<file path="src/rtl/mac_rr_scheduler_if.sv">
// mac_rr_scheduler_if: requester, response and MAC-side signals of the
// round-robin MAC scheduler; the scheduler takes the slave modport.
interface mac_rr_scheduler_if #(
    parameter int NUM_REQ = 4,
    parameter int DATA_W  = 8,
    parameter int OUT_W   = 16
);
    logic [NUM_REQ-1:0]        REQ_VALID;
    logic [NUM_REQ-1:0]        REQ_READY;
    logic [NUM_REQ*DATA_W-1:0] REQ_A;
    logic [NUM_REQ*DATA_W-1:0] REQ_B;
    logic [NUM_REQ*DATA_W-1:0] REQ_C;
    logic [NUM_REQ-1:0]        RSP_VALID;
    logic [NUM_REQ-1:0]        RSP_READY;
    logic [OUT_W-1:0]          RSP_DATA;
    logic                      RSP_ERR;
    logic                      MAC_EN;
    logic [DATA_W-1:0]         MAC_A;
    logic [DATA_W-1:0]         MAC_B;
    logic [DATA_W-1:0]         MAC_C;
    logic                      MAC_DONE;
    logic [OUT_W-1:0]          MAC_MOUT;
    logic                      BUSY;

    modport master (
        output REQ_VALID, REQ_A, REQ_B, REQ_C, RSP_READY,
        output MAC_DONE, MAC_MOUT,
        input  REQ_READY, RSP_VALID, RSP_DATA, RSP_ERR,
        input  MAC_EN, MAC_A, MAC_B, MAC_C, BUSY
    );

    modport slave (
        input  REQ_VALID, REQ_A, REQ_B, REQ_C, RSP_READY,
        input  MAC_DONE, MAC_MOUT,
        output REQ_READY, RSP_VALID, RSP_DATA, RSP_ERR,
        output MAC_EN, MAC_A, MAC_B, MAC_C, BUSY
    );
endinterface

</file>
<file path="src/rtl/mac_rr_scheduler.sv">
// mac_rr_scheduler: round-robin sharing of one MAC among NUM_REQ requesters.
// Define MAC_SCHED_TIMEOUT_EN to enable the ISSUE watchdog abort.
module mac_rr_scheduler #(
    parameter int NUM_REQ        = 4,
    parameter int DATA_W         = 8,
    parameter int OUT_W          = 16,
    parameter int TIMEOUT_CYCLES = 64
) (
    input logic CLK,
    input logic RSTn,
    mac_rr_scheduler_if.slave bus
);
    localparam int IDX_W = (NUM_REQ > 1) ? $clog2(NUM_REQ) : 1;

    typedef enum logic [1:0] {IDLE, ISSUE, RESP, DRAIN} state_e;

    state_e             state_q, state_d;
    logic [IDX_W-1:0]   ptr_q, ptr_d;
    logic [IDX_W-1:0]   g_q, g_d;
    logic [DATA_W-1:0]  a_q, a_d;
    logic [DATA_W-1:0]  b_q, b_d;
    logic [DATA_W-1:0]  c_q, c_d;
    logic [OUT_W-1:0]   data_q, data_d;
    logic               en_q, en_d;
    logic               pick_vld;
    logic [IDX_W-1:0]   pick_idx;
    logic [NUM_REQ-1:0] req_ready;
    logic [NUM_REQ-1:0] rsp_valid;
    logic               tmo;
    logic               rsp_hs;

    function automatic logic [IDX_W-1:0] nxt_idx(
        input logic [IDX_W-1:0] i,
        input int               k
    );
        int s;
        s = int'(i) + k;
        if (s >= NUM_REQ) s = s - NUM_REQ;
        return IDX_W'(s);
    endfunction

    // Walk from the farthest offset down so the nearest VALID at/after ptr wins.
    always_comb begin
        pick_vld = 1'b0;
        pick_idx = '0;
        for (int k = NUM_REQ - 1; k >= 0; k--) begin
            if (bus.REQ_VALID[nxt_idx(ptr_q, k)]) begin
                pick_vld = 1'b1;
                pick_idx = nxt_idx(ptr_q, k);
            end
        end
    end

    assign rsp_hs = (state_q == RESP) && bus.RSP_READY[g_q];

`ifdef MAC_SCHED_TIMEOUT_EN
    logic [7:0] cnt_q, cnt_d;
    logic       err_q, err_d;

    assign tmo = (cnt_q == 8'(TIMEOUT_CYCLES - 1));

    always_comb begin
        cnt_d = '0;
        if (state_q == ISSUE && !bus.MAC_DONE) cnt_d = cnt_q + 8'd1;
    end

    always_comb begin
        err_d = err_q;
        if (state_q == ISSUE && !bus.MAC_DONE && tmo) err_d = 1'b1;
        if (rsp_hs) err_d = 1'b0;
    end

    always_ff @(posedge CLK or negedge RSTn) begin
        if (!RSTn) begin
            cnt_q <= '0;
            err_q <= 1'b0;
        end else begin
            cnt_q <= cnt_d;
            err_q <= err_d;
        end
    end

    assign bus.RSP_ERR = err_q;
`else
    assign tmo         = 1'b0;
    assign bus.RSP_ERR = 1'b0;
`endif

    always_ff @(posedge CLK or negedge RSTn) begin
        if (!RSTn) state_q <= IDLE;
        else       state_q <= state_d;
    end

    always_comb begin
        state_d = state_q;
        unique case (state_q)
            IDLE:    if (pick_vld) state_d = ISSUE;
            ISSUE:   if (bus.MAC_DONE || tmo) state_d = RESP;
            RESP:    if (rsp_hs) state_d = bus.MAC_DONE ? DRAIN : IDLE;
            DRAIN:   if (!bus.MAC_DONE) state_d = IDLE;
            default: state_d = IDLE;
        endcase
    end

    always_comb begin
        req_ready = '0;
        rsp_valid = '0;
        unique case (1'b1)
            (state_q == IDLE): if (pick_vld) req_ready[pick_idx] = 1'b1;
            (state_q == RESP): rsp_valid[g_q] = 1'b1;
            default: ;
        endcase
    end

    always_comb begin
        ptr_d  = ptr_q;
        g_d    = g_q;
        a_d    = a_q;
        b_d    = b_q;
        c_d    = c_q;
        data_d = data_q;
        en_d   = en_q;
        if (state_q == IDLE && pick_vld) begin
            g_d   = pick_idx;
            ptr_d = nxt_idx(pick_idx, 1);
            en_d  = 1'b1;
            for (int k = 0; k < NUM_REQ; k++) begin
                if (pick_idx == IDX_W'(k)) begin
                    a_d = bus.REQ_A[k*DATA_W +: DATA_W];
                    b_d = bus.REQ_B[k*DATA_W +: DATA_W];
                    c_d = bus.REQ_C[k*DATA_W +: DATA_W];
                end
            end
        end
        if (state_q == ISSUE) begin
            if (bus.MAC_DONE) begin
                data_d = bus.MAC_MOUT;
                en_d   = 1'b0;
            end else if (tmo) begin
                data_d = '0;
                en_d   = 1'b0;
            end
        end
    end

    always_ff @(posedge CLK or negedge RSTn) begin
        if (!RSTn) begin
            ptr_q  <= '0;
            g_q    <= '0;
            a_q    <= '0;
            b_q    <= '0;
            c_q    <= '0;
            data_q <= '0;
            en_q   <= 1'b0;
        end else begin
            ptr_q  <= ptr_d;
            g_q    <= g_d;
            a_q    <= a_d;
            b_q    <= b_d;
            c_q    <= c_d;
            data_q <= data_d;
            en_q   <= en_d;
        end
    end

    assign bus.REQ_READY = req_ready;
    assign bus.RSP_VALID = rsp_valid;
    assign bus.RSP_DATA  = data_q;
    assign bus.MAC_EN    = en_q;
    assign bus.MAC_A     = a_q;
    assign bus.MAC_B     = b_q;
    assign bus.MAC_C     = c_q;
    assign bus.BUSY      = (state_q != IDLE);
endmodule

</file>
<file path="src/flat_wrapper.sv">
// flat-port wrapper written by rule: the top's interface ports become plain ports
module mac_rr_scheduler_flat 
#(
    parameter int NUM_REQ        = 4,
    parameter int DATA_W         = 8,
    parameter int OUT_W          = 16,
    parameter int TIMEOUT_CYCLES = 64
)
  (CLK, RSTn, bus_REQ_VALID, bus_REQ_A, bus_REQ_B, bus_REQ_C, bus_RSP_READY, bus_MAC_DONE, bus_MAC_MOUT, bus_REQ_READY, bus_RSP_VALID, bus_RSP_DATA, bus_RSP_ERR, bus_MAC_EN, bus_MAC_A, bus_MAC_B, bus_MAC_C, bus_BUSY);
  mac_rr_scheduler_if #(.NUM_REQ(NUM_REQ), .DATA_W(DATA_W), .OUT_W(OUT_W)) bus_i ();
  input logic CLK;
  input logic RSTn;
  input wire logic [$bits(bus_i.REQ_VALID)-1:0] bus_REQ_VALID;
  input wire logic [$bits(bus_i.REQ_A)-1:0] bus_REQ_A;
  input wire logic [$bits(bus_i.REQ_B)-1:0] bus_REQ_B;
  input wire logic [$bits(bus_i.REQ_C)-1:0] bus_REQ_C;
  input wire logic [$bits(bus_i.RSP_READY)-1:0] bus_RSP_READY;
  input wire logic [$bits(bus_i.MAC_DONE)-1:0] bus_MAC_DONE;
  input wire logic [$bits(bus_i.MAC_MOUT)-1:0] bus_MAC_MOUT;
  output wire logic [$bits(bus_i.REQ_READY)-1:0] bus_REQ_READY;
  output wire logic [$bits(bus_i.RSP_VALID)-1:0] bus_RSP_VALID;
  output wire logic [$bits(bus_i.RSP_DATA)-1:0] bus_RSP_DATA;
  output wire logic [$bits(bus_i.RSP_ERR)-1:0] bus_RSP_ERR;
  output wire logic [$bits(bus_i.MAC_EN)-1:0] bus_MAC_EN;
  output wire logic [$bits(bus_i.MAC_A)-1:0] bus_MAC_A;
  output wire logic [$bits(bus_i.MAC_B)-1:0] bus_MAC_B;
  output wire logic [$bits(bus_i.MAC_C)-1:0] bus_MAC_C;
  output wire logic [$bits(bus_i.BUSY)-1:0] bus_BUSY;
  assign bus_i.REQ_VALID = bus_REQ_VALID;
  assign bus_i.REQ_A = bus_REQ_A;
  assign bus_i.REQ_B = bus_REQ_B;
  assign bus_i.REQ_C = bus_REQ_C;
  assign bus_i.RSP_READY = bus_RSP_READY;
  assign bus_i.MAC_DONE = bus_MAC_DONE;
  assign bus_i.MAC_MOUT = bus_MAC_MOUT;
  assign bus_REQ_READY = bus_i.REQ_READY;
  assign bus_RSP_VALID = bus_i.RSP_VALID;
  assign bus_RSP_DATA = bus_i.RSP_DATA;
  assign bus_RSP_ERR = bus_i.RSP_ERR;
  assign bus_MAC_EN = bus_i.MAC_EN;
  assign bus_MAC_A = bus_i.MAC_A;
  assign bus_MAC_B = bus_i.MAC_B;
  assign bus_MAC_C = bus_i.MAC_C;
  assign bus_BUSY = bus_i.BUSY;
  mac_rr_scheduler #(.NUM_REQ(NUM_REQ), .DATA_W(DATA_W), .OUT_W(OUT_W), .TIMEOUT_CYCLES(TIMEOUT_CYCLES)) u_core (.CLK(CLK), .RSTn(RSTn), .bus(bus_i));
endmodule
</file>
<file path="config.mk">
export PLATFORM = sky130hd
export DESIGN_NAME = mac_rr_scheduler_flat
export DESIGN_NICKNAME = d
export VERILOG_FILES = /design/src/rtl/mac_rr_scheduler_if.sv /design/src/rtl/mac_rr_scheduler.sv /design/src/flat_wrapper.sv
export SDC_FILE = /design/constraint.sdc
export NUM_CORES = 1
export LEC_CHECK = 0
export CORE_MARGIN = 4
export CORE_UTILIZATION = 66
export DETAILED_ROUTE_END_ITERATION = 8
export DONT_BUFFER_PORTS = 1
export HOLD_SLACK_MARGIN = 0.06
export PLACE_DENSITY = 0.82
export SYNTH_ARGS = -nofsm -noshare
export SYNTH_HDL_FRONTEND = slang
export SYNTH_SLANG_ARGS = --single-unit
</file>
<file path="constraint.sdc">
create_clock -name CLK -period 7.65 [get_ports CLK]
set_clock_uncertainty 0.05 [all_clocks]
set_input_delay 1.1475 -clock CLK [delete_from_list [all_inputs] [get_ports CLK]]
set_output_delay 1.1475 -clock CLK [all_outputs]
set_load 0.01 [all_outputs]
</file>
==> results of run 1 <==
-- stage by stage --
stage,hold WS [ns],setup WS [ns]
floorplan,0.444,3.93
global placement,0.508,3.54
detailed placement,0.497,3.44
CTS,0.480,3.50
global route,0.464,3.34
finish,0.488,3.47
-- worst paths after layout --
check / startpoint / end / slack (ns) / depth (start not counted)
worst max-delay path: bus_REQ_VALID[0] / bus_REQ_READY[3] / 3.47 / 5
worst min-delay path: RSTn / u_core.bus.MAC_B[7] / 0.49 / 0
worst max register to register: u_core.ptr_q[1] / u_core.bus.MAC_A[3] / 4.07 / 7
worst min register to register: u_core.g_q[0] / u_core.g_q[0] / 0.52 / 2
max in group asynchronous: RSTn / u_core.bus.RSP_DATA[10] / 6.95 / 0
min in group CLK: u_core.g_q[0] / u_core.g_q[0] / 0.52 / 2
-- worst register-to-register path: cells and delay by family, from the launching register on --
family | cells | cell delay [ns]
mux | 1 | 0.37
buf+inv | 1 | 0.39
flops | 1 | 0.45
compound gates | 1 | 0.41
fa+ha+maj | 1 | 0.93
simple gates | 3 | 0.88
-- layout make-up --
type                    count  area [µm²]
clock inverters             1        7.51
flip-flops and latches     47        1180
fillers                   296        1120
clock buffers               7        96.3
multi-input cells         143        1420
repair buffers              2        15.0
well taps                  50        62.6
inverters                  49         184
-- flip-flops by register name, summed over array words and instances, names as in the netlist --
signal	count
u_core.state_q	2
u_core.bus.MAC_EN	1
u_core.g_q	2
u_core.bus.MAC_B	8
u_core.bus.MAC_C	8
u_core.bus.RSP_DATA	16
u_core.bus.MAC_A	8
u_core.ptr_q	2
-- cells in the final DEF (no fill, tap or decap), types with 2 or more instances in the layout --
cell type	n
nand2_1	5
nand3b_1	2
o21ai_0	5
mux2i_1	24
nor2_1	5
buf_4	2
o21a_1	2
a21oi_1	3
a222oi_1	23
inv_1	48
clkbuf_8	7
a311o_1	2
dfrtp_1	47
mux2_4	20
mux2_2	23
nor3b_1	2
ha_1	4
and3_1	4
-- layer usage --
metal  wire [µm]  vias to the layer above  track usage (%)
li1            -                      900                -
met1        2580                      976             30.3
met2        3370                      116             39.0
met3         633                        5             8.07
met4          45                        0             4.83
met5           0                        -                0
-- cells by family after synthesis --
kind of cell,after synthesis,share of synthesized area [%]
AO/OA/AOI/OAI,41,12.4
adder cells (fa/ha/maj),4,1.75
buffers and inverters,63,9.56
flip-flops,47,41.0
multiplexers,67,27.9
other,1,0.131
AND/OR/NAND/NOR,30,7.21
-- power breakdown --
part | internal [mW] | total, mW | switching (mW) | leakage [nW]
clock network | 0.0823 | 0.165 | 0.0827 | 0.0505
logic | 0.332 | 0.595 | 0.263 | 0.791
registers | 0.379 | 0.544 | 0.165 | 0.546
==> results.cfg, run 1 <==
[outcome]
status = finished clean

[yosys]
synth_top_area_share_pct = 41.0
yosysMostFrequentCell = inv_1
ys_seq_area_share_pct = 41.0
ys_types = 39
synth-edff-count = 0
synth_nets = 380
async_reset_ff_share_pct = 100
synthTopCellsByArea = dfrtp_1 41%, mux2_4 10%, mux2_2 9.0%
syn_inst = 253
synthesis.yosys.warnings = 0
synth_ff_type = dfrtp_1
ys_seq_elements = 47
syn_area_um2 = 2870
synth_commonest_cells = 48 x inv_1, 47 x dfrtp_1, 24 x mux2i_1
syn_area_per_cell_um2 = 11.3
synth_area_leader_cell = dfrtp_1

[power]
power_leakage_nw = 1.39
ir_worst_vdd_mv = 0.247
power_density_nw_per_um2 = 441
total_power_mw = 1.30

[sta]
setup_tns_ns = 0
max_freq_mhz = 239
final_max_slew_viol_count = 0
period_share_pct = 54.6
rsz0062_at_grt = no
hold_viol_final = 0
fin_crit_ns = 4.18
worstMarginPinSlew_ns = 1.06
slew_headroom_pct = 29.2
finalSetupViolations = 0

[place]
place_inst = 291
dp_hpwl_um = 5080
place_area_um2 = 2860
io_buffers = 0
place_congestion = 0.928

[floorplanning]
die-height_um = 73.9
row_count = 23
die_area_um2 = 5460
start_util_pct = 70.1
chipWidth_um = 73.9
top_level_ports = 174
coreArea_um2 = 4090

[clock_tree]
cts_setup_buffers = 0
cts_inserted_buffers = 5
cts_tree = built
hold_buffers = 0
clk_path_buf_depth = 2
clock_latency_ns = 0.29
clock_sinks = 47
post_cts_resized = 0
cts-root-buf = clkbuf_8
clk_pin_slew_ns = 0.09
cts-htree-levels = 2

[route]
wl_per_cell_um = 22.2
vias = 1997
drtIter0Drc = 146
wirelength_um = 6640
first_pass_iters = 7
antenna_left = 0
drc = 0
vias_per_cell = 6.68

[setup_path]
start_kind = input port
endpoint_kind = output port
crit_arrival_ns = 2.98
crit_buf_inv = 0
cp_slowest_cell = ha_1
critPathTopFamily = adder cells
cp_max_fo = 29
max_stage_delay_ns = 0.93
crit_type = input port to output port
path_cells = nand2_1 > a21oi_1 > a311oi_1 > ha_1 > and3_1
required_ns = 6.45

[final_layout]
final_cell_area_um2 = 2960
instances_no_fill = 299
fin_nets = 375
drive_above_1_share_pct = 24.5
areaGrowthSynthToFinish_pct = 3.36
num_antenna_cells = 0
final_util_pct = 72.5

[global_route]
grt_usage_pct = 23.7
grt_pass1_wl_um = 9860
antenna_found_initial = 0
grt_pass1_vias = 1956
overflow = 0
grt_max_degree = 48

[hold_path]
min_path_type = input port to asynchronous set/reset pin

[run]
maxCapViolations = 0
Power figures use the tool's default switching activity.
==> run 2: changes to the inputs <==
--- a/config.mk
+++ b/config.mk
@@ -6,11 +6,11 @@
 export NUM_CORES = 1
 export LEC_CHECK = 0
 export CORE_MARGIN = 4
-export CORE_UTILIZATION = 66
+export CORE_UTILIZATION = 63
 export DETAILED_ROUTE_END_ITERATION = 8
 export DONT_BUFFER_PORTS = 1
 export HOLD_SLACK_MARGIN = 0.06
-export PLACE_DENSITY = 0.82
+export PLACE_DENSITY = 0.79
 export SYNTH_ARGS = -nofsm -noshare
 export SYNTH_HDL_FRONTEND = slang
 export SYNTH_SLANG_ARGS = --single-unit
==> constraint.sdc (replaced) <==
create_clock -name CLK -period 4.2 [get_ports CLK]
set_clock_uncertainty 0.05 [all_clocks]
set_input_delay 0.63 -clock CLK [delete_from_list [all_inputs] [get_ports CLK]]
set_output_delay 0.63 -clock CLK [all_outputs]
set_load 0.01 [all_outputs]
==> results.cfg, run 2 (synthesized netlist as in run 1, its figures left out) <==
[final_layout]
fillCellCount = 329
final_cell_mix = 48 x inv_1, 47 x dfrtp_1, 24 x mux2i_1
drive_above_1_share_pct = 26.4
largest_reg_flops = 16
multi_input_area_um2 = 1420
num_antenna_cells = 0
fin_nets = 380
final_common_cell = inv_1
instances_no_fill = 306
seqCellArea_um2 = 1180
areaGrowthSynthToFinish_pct = 5.98

[global_route]
grt_usage_pct = 23.5
grt_pass1_vias = 2039
grt_pass1_wl_um = 10100
overflow = 0
antenna_found_initial = 0
grt_max_degree = 48

[route]
vias_per_cell = 6.65
wl_per_cell_um = 22.0
first_pass_iters = 6
antenna_left = 0
drtIter0Drc = 208
wirelength_um = 6740
vias = 2036
drc = 0

[place]
io_buffers = 0
dp_hpwl_um = 5140
place_congestion = 0.954
place_inst = 297
preCtsSetupSlack_ns = 1.06

[clock_tree]
cts_tree = built
cts-root-buf = clkbuf_8
clk_path_buf_depth = 2
cts_setup_buffers = 0
hold_buffers = 1
clk_pin_slew_ns = 0.10
clock_latency_ns = 0.30
clock_sinks = 47
cts_inserted_buffers = 5
cts-htree-levels = 2
post_cts_resized = 0

[power]
power_leakage_nw = 1.43
total_power_mw = 2.46
power_density_nw_per_um2 = 808
ir_worst_vdd_mv = 0.465

[sta]
rsz0062_at_grt = no
finalSetupViolations = 0
max_freq_mhz = 305
period_share_pct = 78.1
fin_crit_ns = 3.28
setup_tns_ns = 0
slew_headroom_pct = 42.6
final_max_slew_viol_count = 0
hold_viol_final = 0
layout_setup_ws_ns = 0.918
worstMarginPinSlew_ns = 0.858
holdWs_ns = 0.105

[floorplanning]
die_area_um2 = 5690
die-height_um = 75.4
chipWidth_um = 75.4
row_count = 24
start_util_pct = 65.4
top_level_ports = 174
coreArea_um2 = 4380

[setup_path]
crit_arrival_ns = 2.60
max_stage_delay_ns = 0.58
start_kind = register
required_ns = 3.52
cp_slowest_cell = nor3b_1
r2r_end = u_core.bus.MAC_A[3]
crit_type = register to output port
reg2reg_from = u_core.ptr_q[1]
path_cells = nor3b_1 > or3_1 > ha_2 > buf_4 > and3_1
ff2ff_setup_slack_ns = 1.18
endpoint_kind = output port
cp_max_fo = 17
reg2reg_depth = 8

[run]
maxCapViolations = 0

[hold_path]
min_path_type = input port to asynchronous set/reset pin

[outcome]
status = finished clean
run 2: changes by cell type in the layout (fill, tap and decap cells not counted):
cell	previous run	this run
buf_4	2	6
clkbuf_8	7	5
buf_16	0	1
bufinv_16	0	1
clkinv_4	0	1
clkinvlp_4	1	0
ha_1	4	3
ha_2	0	1
inv_6	0	1
run 2: area by class of cell:
class / count / share of cell area [%]
flip-flops and latches: 47 / 38.7
well taps: 52 / 2.14
clock inverters: 3 / 1.57
repair buffers: 7 / 2.39
clock buffers: 5 / 2.27
inverters: 49 / 6.06
multi-input cells: 143 / 46.8
run 2: how the worst max path moves through the flow:
| stage | from | to | slack, ns | depth (start not counted) |
|---|---|---|---|---|
| floorplan | bus_REQ_VALID[0] | bus_REQ_READY[3] | 1.52 | 6 |
| global placement | bus_REQ_VALID[0] | bus_REQ_READY[1] | 1.11 | 5 |
| detailed placement | bus_REQ_VALID[0] | bus_REQ_READY[1] | 1.06 | 5 |
| CTS | u_core.ptr_q[1] | bus_REQ_READY[1] | 0.90 | 5 |
| global route | u_core.ptr_q[0] | bus_REQ_READY[1] | 0.70 | 5 |
| finish | u_core.ptr_q[0] | bus_REQ_READY[1] | 0.92 | 5 |
run 2: power by group:
group / switching, mW / internal (mW) / total [mW]
clock: 0.159 / 0.180 / 0.340
sequential: 0.292 / 0.690 / 0.982
combinational: 0.502 / 0.632 / 1.13
total: 0.953 / 1.50 / 2.46
run 2: critical path: cells and delay by family, from the launching register on:
| kind | cells | cell delay, ns |
|---|---|---|
| and+or+nand+nor | 3 | 1.09 |
| buffers and inverters | 1 | 0.36 |
| adders and majority gates | 1 | 0.39 |
| DFF | 1 | 0.43 |
run 2: routing by layer:
layer	part of all wire, %	GRT usage [%]	routed length, µm
met1	38	28.9	2570
met5	0	0	0
met2	51	40.0	3430
met3	10	8.71	698
met4	0.59	4.85	40
run 2: stage by stage:
stage / utilization (%) / area, µm²
2_1_floorplan: - / 2870
3_3_place_gp: 66.0 / 2890
3_5_place_dp: 66.0 / 2890
4_1_cts: 69.3 / 3040
5_1_grt: 69.3 / 3040
6_report: 69.3 / 3040
